**src/rtl/prog_loader.sv**
```systemverilog
// Boot-time program loader: takes a length-prefixed byte stream, packs the bytes into
// little-endian 32-bit words for the instruction memory, and holds the core in reset until the image is complete.
module prog_loader #(
  parameter int ADDR_W = 8
) (
  input  logic              clk,
  input  logic              areset,
  input  logic              start,
  input  logic              abort,
  input  logic              in_valid,
  input  logic [7:0]        in_data,
  output logic              in_ready,
  output logic              imem_we,
  output logic [ADDR_W-1:0] imem_addr,
  output logic [31:0]       imem_wdata,
  output logic              core_areset,
  output logic              busy,
  output logic              done,
  output logic              error,
  output logic [ADDR_W:0]   words_loaded,
  output logic [6:0]        state_dbg
);

  // Handshake: a byte moves on a rising edge where in_valid && in_ready; in_data may change right after.
  typedef enum logic [6:0] {
    S_IDLE  = 7'b0000001,
    S_HDR0  = 7'b0000010,
    S_HDR1  = 7'b0000100,
    S_DATA  = 7'b0001000,
    S_WRITE = 7'b0010000,
    S_DONE  = 7'b0100000,
    S_ERR   = 7'b1000000
  } state_t;

  localparam logic [16:0] CAPACITY = 17'(1) << ADDR_W;

  state_t      state_q, state_d;
  logic [1:0]  byte_cnt;
  logic [15:0] n_q;
  logic [23:0] word_sr;
  logic        accept;
  logic [15:0] hdr_n;
  logic        last_word;

  assign accept    = in_valid && in_ready;
  assign hdr_n     = {in_data, n_q[7:0]};
  assign last_word = (16'(words_loaded) + 16'd1) == n_q;

  // Status is decoded straight from the one-hot register so core_areset cannot glitch.
  assign in_ready    = state_q[1] | state_q[2] | state_q[3];
  assign busy        = state_q[1] | state_q[2] | state_q[3] | state_q[4];
  assign imem_we     = state_q[4];
  assign done        = state_q[5];
  assign core_areset = state_q[5];
  assign error       = state_q[6];
  assign state_dbg   = state_q;

  always_ff @(posedge clk or negedge areset) begin
    if (!areset) state_q <= S_IDLE;
    else         state_q <= state_d;
  end

  always_comb begin
    state_d = state_q;
    if (abort) begin
      state_d = S_IDLE;
    end else begin
      case (state_q)
        S_IDLE:  if (start) state_d = S_HDR0;
        S_HDR0:  if (accept) state_d = S_HDR1;
        S_HDR1: begin
          if (accept) begin
            if (hdr_n == 16'd0)                 state_d = S_DONE;
            else if ({1'b0, hdr_n} > CAPACITY) state_d = S_ERR;
            else                                state_d = S_DATA;
          end
        end
        S_DATA:  if (accept && byte_cnt == 2'd3) state_d = S_WRITE;
        S_WRITE: state_d = last_word ? S_DONE : S_DATA;
        S_DONE:  if (start) state_d = S_HDR0;
        S_ERR:   if (start) state_d = S_HDR0;
        default: state_d = S_IDLE;
      endcase
    end
  end

  // The 4th byte goes straight into imem_wdata; the first three wait in word_sr.
  always_ff @(posedge clk or negedge areset) begin
    if (!areset) begin
      byte_cnt     <= 2'd0;
      words_loaded <= '0;
      n_q          <= 16'd0;
      word_sr      <= 24'd0;
      imem_addr    <= '0;
      imem_wdata   <= 32'd0;
    end else if (!abort) begin
      case (state_q)
        S_IDLE, S_DONE, S_ERR: begin
          if (start) begin
            byte_cnt     <= 2'd0;
            words_loaded <= '0;
          end
        end
        S_HDR0: if (accept) n_q[7:0] <= in_data;
        S_HDR1: begin
          if (accept) begin
            n_q[15:8] <= in_data;
            byte_cnt  <= 2'd0;
          end
        end
        S_DATA: begin
          if (accept) begin
            byte_cnt <= byte_cnt + 2'd1;
            case (byte_cnt)
              2'd0: word_sr[7:0]   <= in_data;
              2'd1: word_sr[15:8]  <= in_data;
              2'd2: word_sr[23:16] <= in_data;
              default: begin
                imem_wdata <= {in_data, word_sr};
                imem_addr  <= words_loaded[ADDR_W-1:0];
              end
            endcase
          end
        end
        S_WRITE: words_loaded <= words_loaded + 1'b1;
        default: ;
      endcase
    end
  end

endmodule

```
**config.mk**
```make
export PLATFORM = sky130hd
export DESIGN_NAME = prog_loader
export DESIGN_NICKNAME = d
export VERILOG_FILES = /design/src/rtl/prog_loader.sv
export SDC_FILE = /design/constraint.sdc
export NUM_CORES = 1
export LEC_CHECK = 0
export BUFFER_PORTS_ARGS = -buffer_cell sky130_fd_sc_hd__buf_2
export CAP_MARGIN = 20
export CORE_MARGIN = 2
export CORE_UTILIZATION = 35
export DETAILED_ROUTE_END_ITERATION = 6
export PLACE_DENSITY = 0.55
export SYNTH_ARGS = -nofsm -noshare
export SYNTH_HDL_FRONTEND = slang
export SYNTH_SLANG_ARGS = --single-unit
```
**constraint.sdc**
```tcl
create_clock -name clk -period 2.7 [get_ports clk]
set_input_delay 0.135 -clock clk [delete_from_list [all_inputs] [get_ports clk]]
set_output_delay 0.135 -clock clk [all_outputs]
set_load 0.02 [all_outputs]
```
Word-level counts from Yosys, hierarchy flattened
Cells that the tools add are included.
Widths: inputs -> output; s select.
{"block": "word_totals", "regBits": 98, "word_cells": 69, "output_inout_bits": 62}
{"block": "classes", "n_bitwise": 5, "n_eq_ne": 18, "muxes": 15, "reduce_logical": 17, "add_sub_neg": 3, "magnitude_cmp": 1}
{"operator": "$mux 7", "n": 7}
{"operator": "$pmux 7 s5", "n": 1}
{"operator": "$reduce_and 4->1", "n": 5}
{"operator": "$pmux 9 s2", "n": 1}
{"operator": "$eq 10x16->1", "n": 1}
{"operator": "$gt 16x9->1 const B", "n": 1}
{"operator": "$logic_not 16->1", "n": 1}
{"operator": "$add 9x1->10 const B", "n": 1}
{"operator": "$add 9x1->9 const B", "n": 1}
{"operator": "$mux 9", "n": 1}
{"operator": "$ne 3x3->1 const B", "n": 3}
{"operator": "$reduce_and 3->1", "n": 3}
{"operator": "$eq 7x1->1 const B", "n": 1}
{"operator": "$eq 7x2->1 const B", "n": 1}
{"operator": "$eq 7x3->1 const B", "n": 1}
{"operator": "$eq 7x4->1 const B", "n": 1}
{"operator": "$eq 7x5->1 const B", "n": 1}
{"operator": "$eq 7x6->1 const B", "n": 1}
{"operator": "$eq 7x7->1 const B", "n": 1}
{"operator": "$mux 2", "n": 3}
{"operator": "$mux 6", "n": 1}
{"operator": "$pmux 2 s3", "n": 1}
{"operator": "$reduce_or 3->1", "n": 2}
{"operator": "$reduce_and 5->1", "n": 1}
{"operator": "12 further kinds", "n": 18}

Logic depth before layout (Yosys ltp)
{"block": "logic_depth", "word_depth": 7, "ltp_mapped": 8}

Least setup slack after synthesis
No wires, ideal clock.
{"block": "synth_path", "path_type": "register to register", "start": "register state_q[6], in the netlist state_dbg[6]", "end": "register imem_addr[0]", "t_arrival_ns": 1.992, "required_time_ns": 2.575, "setup_time_ns": 0.125, "path_stages_with_launch": 8, "path_slack_ns": 0.583, "cell_sequence": "dfrtp_1 -> buf_2 -> nor3_4 -> nand4b_2 -> nor3b_4 -> nand2_4 -> buf_6 -> mux2_4"}
{"block": "synth_via", "elab_chain_len": 2}
{"item": "start: declaration", "line": "37", "rtl": "state_t state_q, state_d;"}
{"item": "start signal: assignment", "line": "60", "rtl": "else state_q <= state_d;"}
{"item": "$eq 7x4->1", "line": "97", "rtl": "case (state_q)"}
{"item": "$reduce_and 4->1 (no source line)"}
{"item": "end signal: assignment", "line": "120", "rtl": "imem_addr <= words_loaded[ADDR_W-1:0];"}
{"item": "end: declaration", "line": "14", "rtl": "output logic [ADDR_W-1:0] imem_addr,"}
No other way between the ends.
A chain may end at the register's enable or synchronous reset.

Final worst setup path
{"block": "layout_path", "start": "register state_q[5], in the netlist state_dbg[5]", "end": "register imem_addr[7]"}
The elaborated chain is that of the path after synthesis.

==> results.md <==
* Total GRT Usage at 14.7%
* Final hold violation count at 0
* Number of clock sinks at 98
* Kind of cell adding the most delay to the critical path: simple AND/OR/NAND/NOR gates
* Count of state elements after synthesis at 98
* Total half-perimeter wirelength after legalization and detailed placement at just under 7 mm
* Netlist Area Pre-Place at between 4000 and 5000 µm²
* Site row count at between 40 and 50
* Global-route wire length before repair at 16.6 mm
* Switching power at ~0.9 mW
* Layout Utilization at 42.9%
* Total inserted antenna cells at 0
* Overall overflow remaining after global route at 0
* DIE WIDTH at approximately 120 µm
* Share of the cycle needed by the critical path after routing at between 80 and 90%
* Starting utilization of the core area at roughly 36%
* Endpoint of the worst-slack reg-to-reg timing path: imem_addr[7]$_DFFE_PN0P_
* Worst-path cell with the longest stage delay: dfrtp_1
* Bufs and invs on worst path at 1
* Critical Path Start: state_dbg[5]$_DFFE_PN0P_
* DP Cell Count at roughly 590
* Arrival time at the worst endpoint at approximately 2500 ps
* Remaining DRCs at 0
* Inserted Clock Buffers at 9
* Layout Nets at about 450
* Synthesis Warnings at 0
* First drt pass iteration count at 4
* Final wirelength at 9.82 mm
* Final weighted congestion in routability-driven placement at roughly 0.84
* Clock tree from TritonCTS: built
* Unique cell type count in the Yosys netlist at 48
* Final standard cell count with taps included and fillers excluded at between 600 and 700
* Status: complete, no violations
* Antenna violations before repair at 0
* Power per cell area at 643 nW/µm²
* Number of synthesized flops with an enable pin at 0
* Cell chain of the critical path: nor2_1, nand4b_2, nor3b_4, nand2_4, buf_12, mux2_4
* Origin of the worst min-delay path: in_data[6]
* Achievable frequency at ~0.44 GHz
* CTS root buffer: clkbuf_16
* Standard cell core area at between 10000 and 15000 µm²
* Setup Total Neg Slack at 0 ps
* Post-Synthesis Cells at between 300 and 400
* Nature of the critical path startpoint: register
* Min-Delay Path Class: in2reg
* Maximum clock skew at final layout at 4.40 ps
* Vias per Instance at just over 5
* Data required time of the worst path at 2920 ps
* 1st-iter DRT viols at 183
* Maximum count of clock buffers along a single path at 2
* Primary FF master, synth: dfrtp_1
* Internal Pwr Total at 2.60 mW
* Post-synthesis async set-or-reset flop share at 100%
* Smallest hold slack at 155 ps
* Total power draw at ~3.5 mW
* Classification of the worst setup path: reg2reg
* Setup repair after global routing missed its margin: false
* Area of the die at ~14000 µm²
* Hold EP: imem_wdata[30]$_DFFE_PN0P_
* Number of port buffers at 74
* Slowest stage delay, CP at between 400 and 500 ps
* Max-Slew Margin vs Limit at around 63%
* Number of levels the H-tree was split into at 3
* Average size of a mapped cell at between 10 and 15 µm²
* Sequential power share at about 48%
* Die Y at between 100 and 150 µm
* Number of cells on the worst reg-to-reg path at 6
* Detail-routed net length per standard cell at 16.3 µm
* Pin slew with the least headroom to its limit at between 500 and 600 ps
* Post-CTS resize count at 0
* Share of the yosys chip area belonging to registers at a little over half
* Sort of element at the end of the critical path: register
* Combinational share of power at between 10% and 20%
* Endpoints failing setup at 0
* Startpoint of the worst register-to-register path: state_dbg[5]$_DFFE_PN0P_
* Switching share of power at roughly 26%
* DRT antenna net count at 0
* Peak supply drop at 0.000298 V
* Ports at 75
* Leakage power at 2.91 nW
* Clock transition at the register clock pins on the worst setup and hold paths after CTS at around 60 ps
* Slack of the worst reg-to-reg path at between 400 and 500 ps
* Layout Area Growth over Synthesis at 18.3%
* Clock share of power at 38.0%
* Synth Net Count at 374
* Ratio of cells with drive above 1 in the final layout at between 40% and 50%
* Max-cap violations at 0
* Skew-Pair Late Insertion Delay at ~330 ps
* Worst Hold Depth at 2
* Peak fanout along the critical path at 42
* Maximum number of pins on one net before global-route repair at 65
* Vias in the first global route at between 3k and 4k
* Vias at ~3k
* Post-layout minimum cycle time at between 2000 and 2500 ps
* Number of pins with negative max-slew slack in the final report at 0
[timing repair]
action,4_1_cts,5_1_grt
endpoints found under the hold margin,33,0
hold buffers,1,0
buffers inserted,0,0
[synth_stat cells (3+ instances only)]
library cell   n  area [µm²]
nand2b_1       3        18.8
ha_1           5        62.6
mux2_4        37         556
nand3_1        8        40.0
o211ai_1       4        30.0
nor4_1         6        37.5
xor2_1         7        61.3
o2111ai_1      3        26.3
nand4_1        4        25.0
nor2_1        14        52.6
clkbuf_1       6        22.5
o31ai_1        4        30.0
a21oi_1        3        15.0
inv_1         10        37.5
nand2_2        3        18.8
nor3_1         8        40.0
buf_4          4        30.0
mux2_2        44         495
buf_6          4        45.0
buf_2          4        20.0
xnor2_1        7        61.3
dfrtp_1       97        2430
nand2_1       22        82.6
o21ai_0       17        85.1
[routing by layer]
layer,vias up,part of all wire (%),global-route usage [%]
met3,12,4.4,3.72
met5,-,0,0
met4,0,1.0,4.24
met2,78,45,21.7
li1,1416,-,-
met1,1529,50,21.4
[worst max-delay path by stage]
stage / to / slack (ps) / cells past startpoint
floorplan: imem_addr[0]$_DFFE_PN0P_ / 580 / 7
global placement: imem_wdata[9]$_DFFE_PN0P_ / 560 / 6
detailed placement: imem_wdata[29]$_DFFE_PN0P_ / 470 / 6
CTS: imem_wdata[0]$_DFFE_PN0P_ / 460 / 6
global route: imem_addr[7]$_DFFE_PN0P_ / 320 / 6
finish: imem_addr[7]$_DFFE_PN0P_ / 450 / 6
[cells in the final DEF (no fill, tap or decap), drive strengths merged, types with 2 or more instances in the layout]
cell     instances
clkinv           2
o32a             2
a31oi            2
o2111ai          3
mux2            81
a21oi            3
buf             79
and2             2
nor4             6
xor2             7
nor3b            3
nor2b            2
nand2           26
o21ai           18
o31ai            4
or4              2
nand3            8
xnor2            7
nor2            14
nand2b           3
inv             11
nor3            10
dfrtp           97
clkbuf          10
ha               5
nand4            4
o221ai           2
o211ai           4
bufinv           2
[cell type report]
cell class                      count  area [µm²]
Clock buffer                       10         229
Clock inverter                      5        78.8
Sequential cell                    98        2450
Tap cell                          172         215
Inverter                           10        37.5
Fill cell                        1222        7270
Timing Repair Buffer               80         445
Multi-Input combinational cell    228        1990
[worst register-to-register path, stage by stage, from the launching register on]
cell	delay, ps
dfrtp_1	460
nor2_1	410
nand4b_2	230
nor3b_4	380
nand2_4	90
buf_12	220
mux2_4	350
[flip-flops by register name (all words and copies together), names as in the netlist]
register / flops
n_q: 16
words_loaded: 9
state_dbg: 7
word_sr: 24
imem_addr: 8
byte_cnt: 2
imem_wdata: 32
[power groups by stage]
stage / Clock (mW) / Sequential, mW / Combinational [mW]
floorplan: 0 / 1.67 / 0.359
global placement: 0 / 1.69 / 0.495
detailed placement: 0 / 1.70 / 0.506
CTS: 1.37 / 1.67 / 0.510
global route: 1.43 / 1.68 / 0.565
finish: 1.33 / 1.67 / 0.505
[per-stage QoR]
| step | instance area [µm²] | setup slack (ps) |
|---|---|---|
| after global placement | 5130 | 562 |
| after CTS | 5450 | 455 |
| after global routing | 5450 | 324 |
| final | 5450 | 445 |
| after detailed placement | 5130 | 468 |
| after floorplan | 4610 | 583 |
[cells by family (layout without fill, tap and decap cells)]
| logic type | count (synthesis) | count (layout) | synth area share (%) |
|---|---|---|---|
| DFF | 98 | 98 | 53.2 |
| and+or+nand+nor | 82 | 82 | 9.72 |
| muxes | 81 | 81 | 22.8 |
| AOI/OAI and AO/OA | 46 | 46 | 6.70 |
| buffers and inverters | 30 | 105 | 3.53 |
| xor gates and xnor gates | 14 | 14 | 2.66 |
| adders and majority gates | 5 | 5 | 1.36 |
No activity file was read; power rests on OpenSTA's default activity.
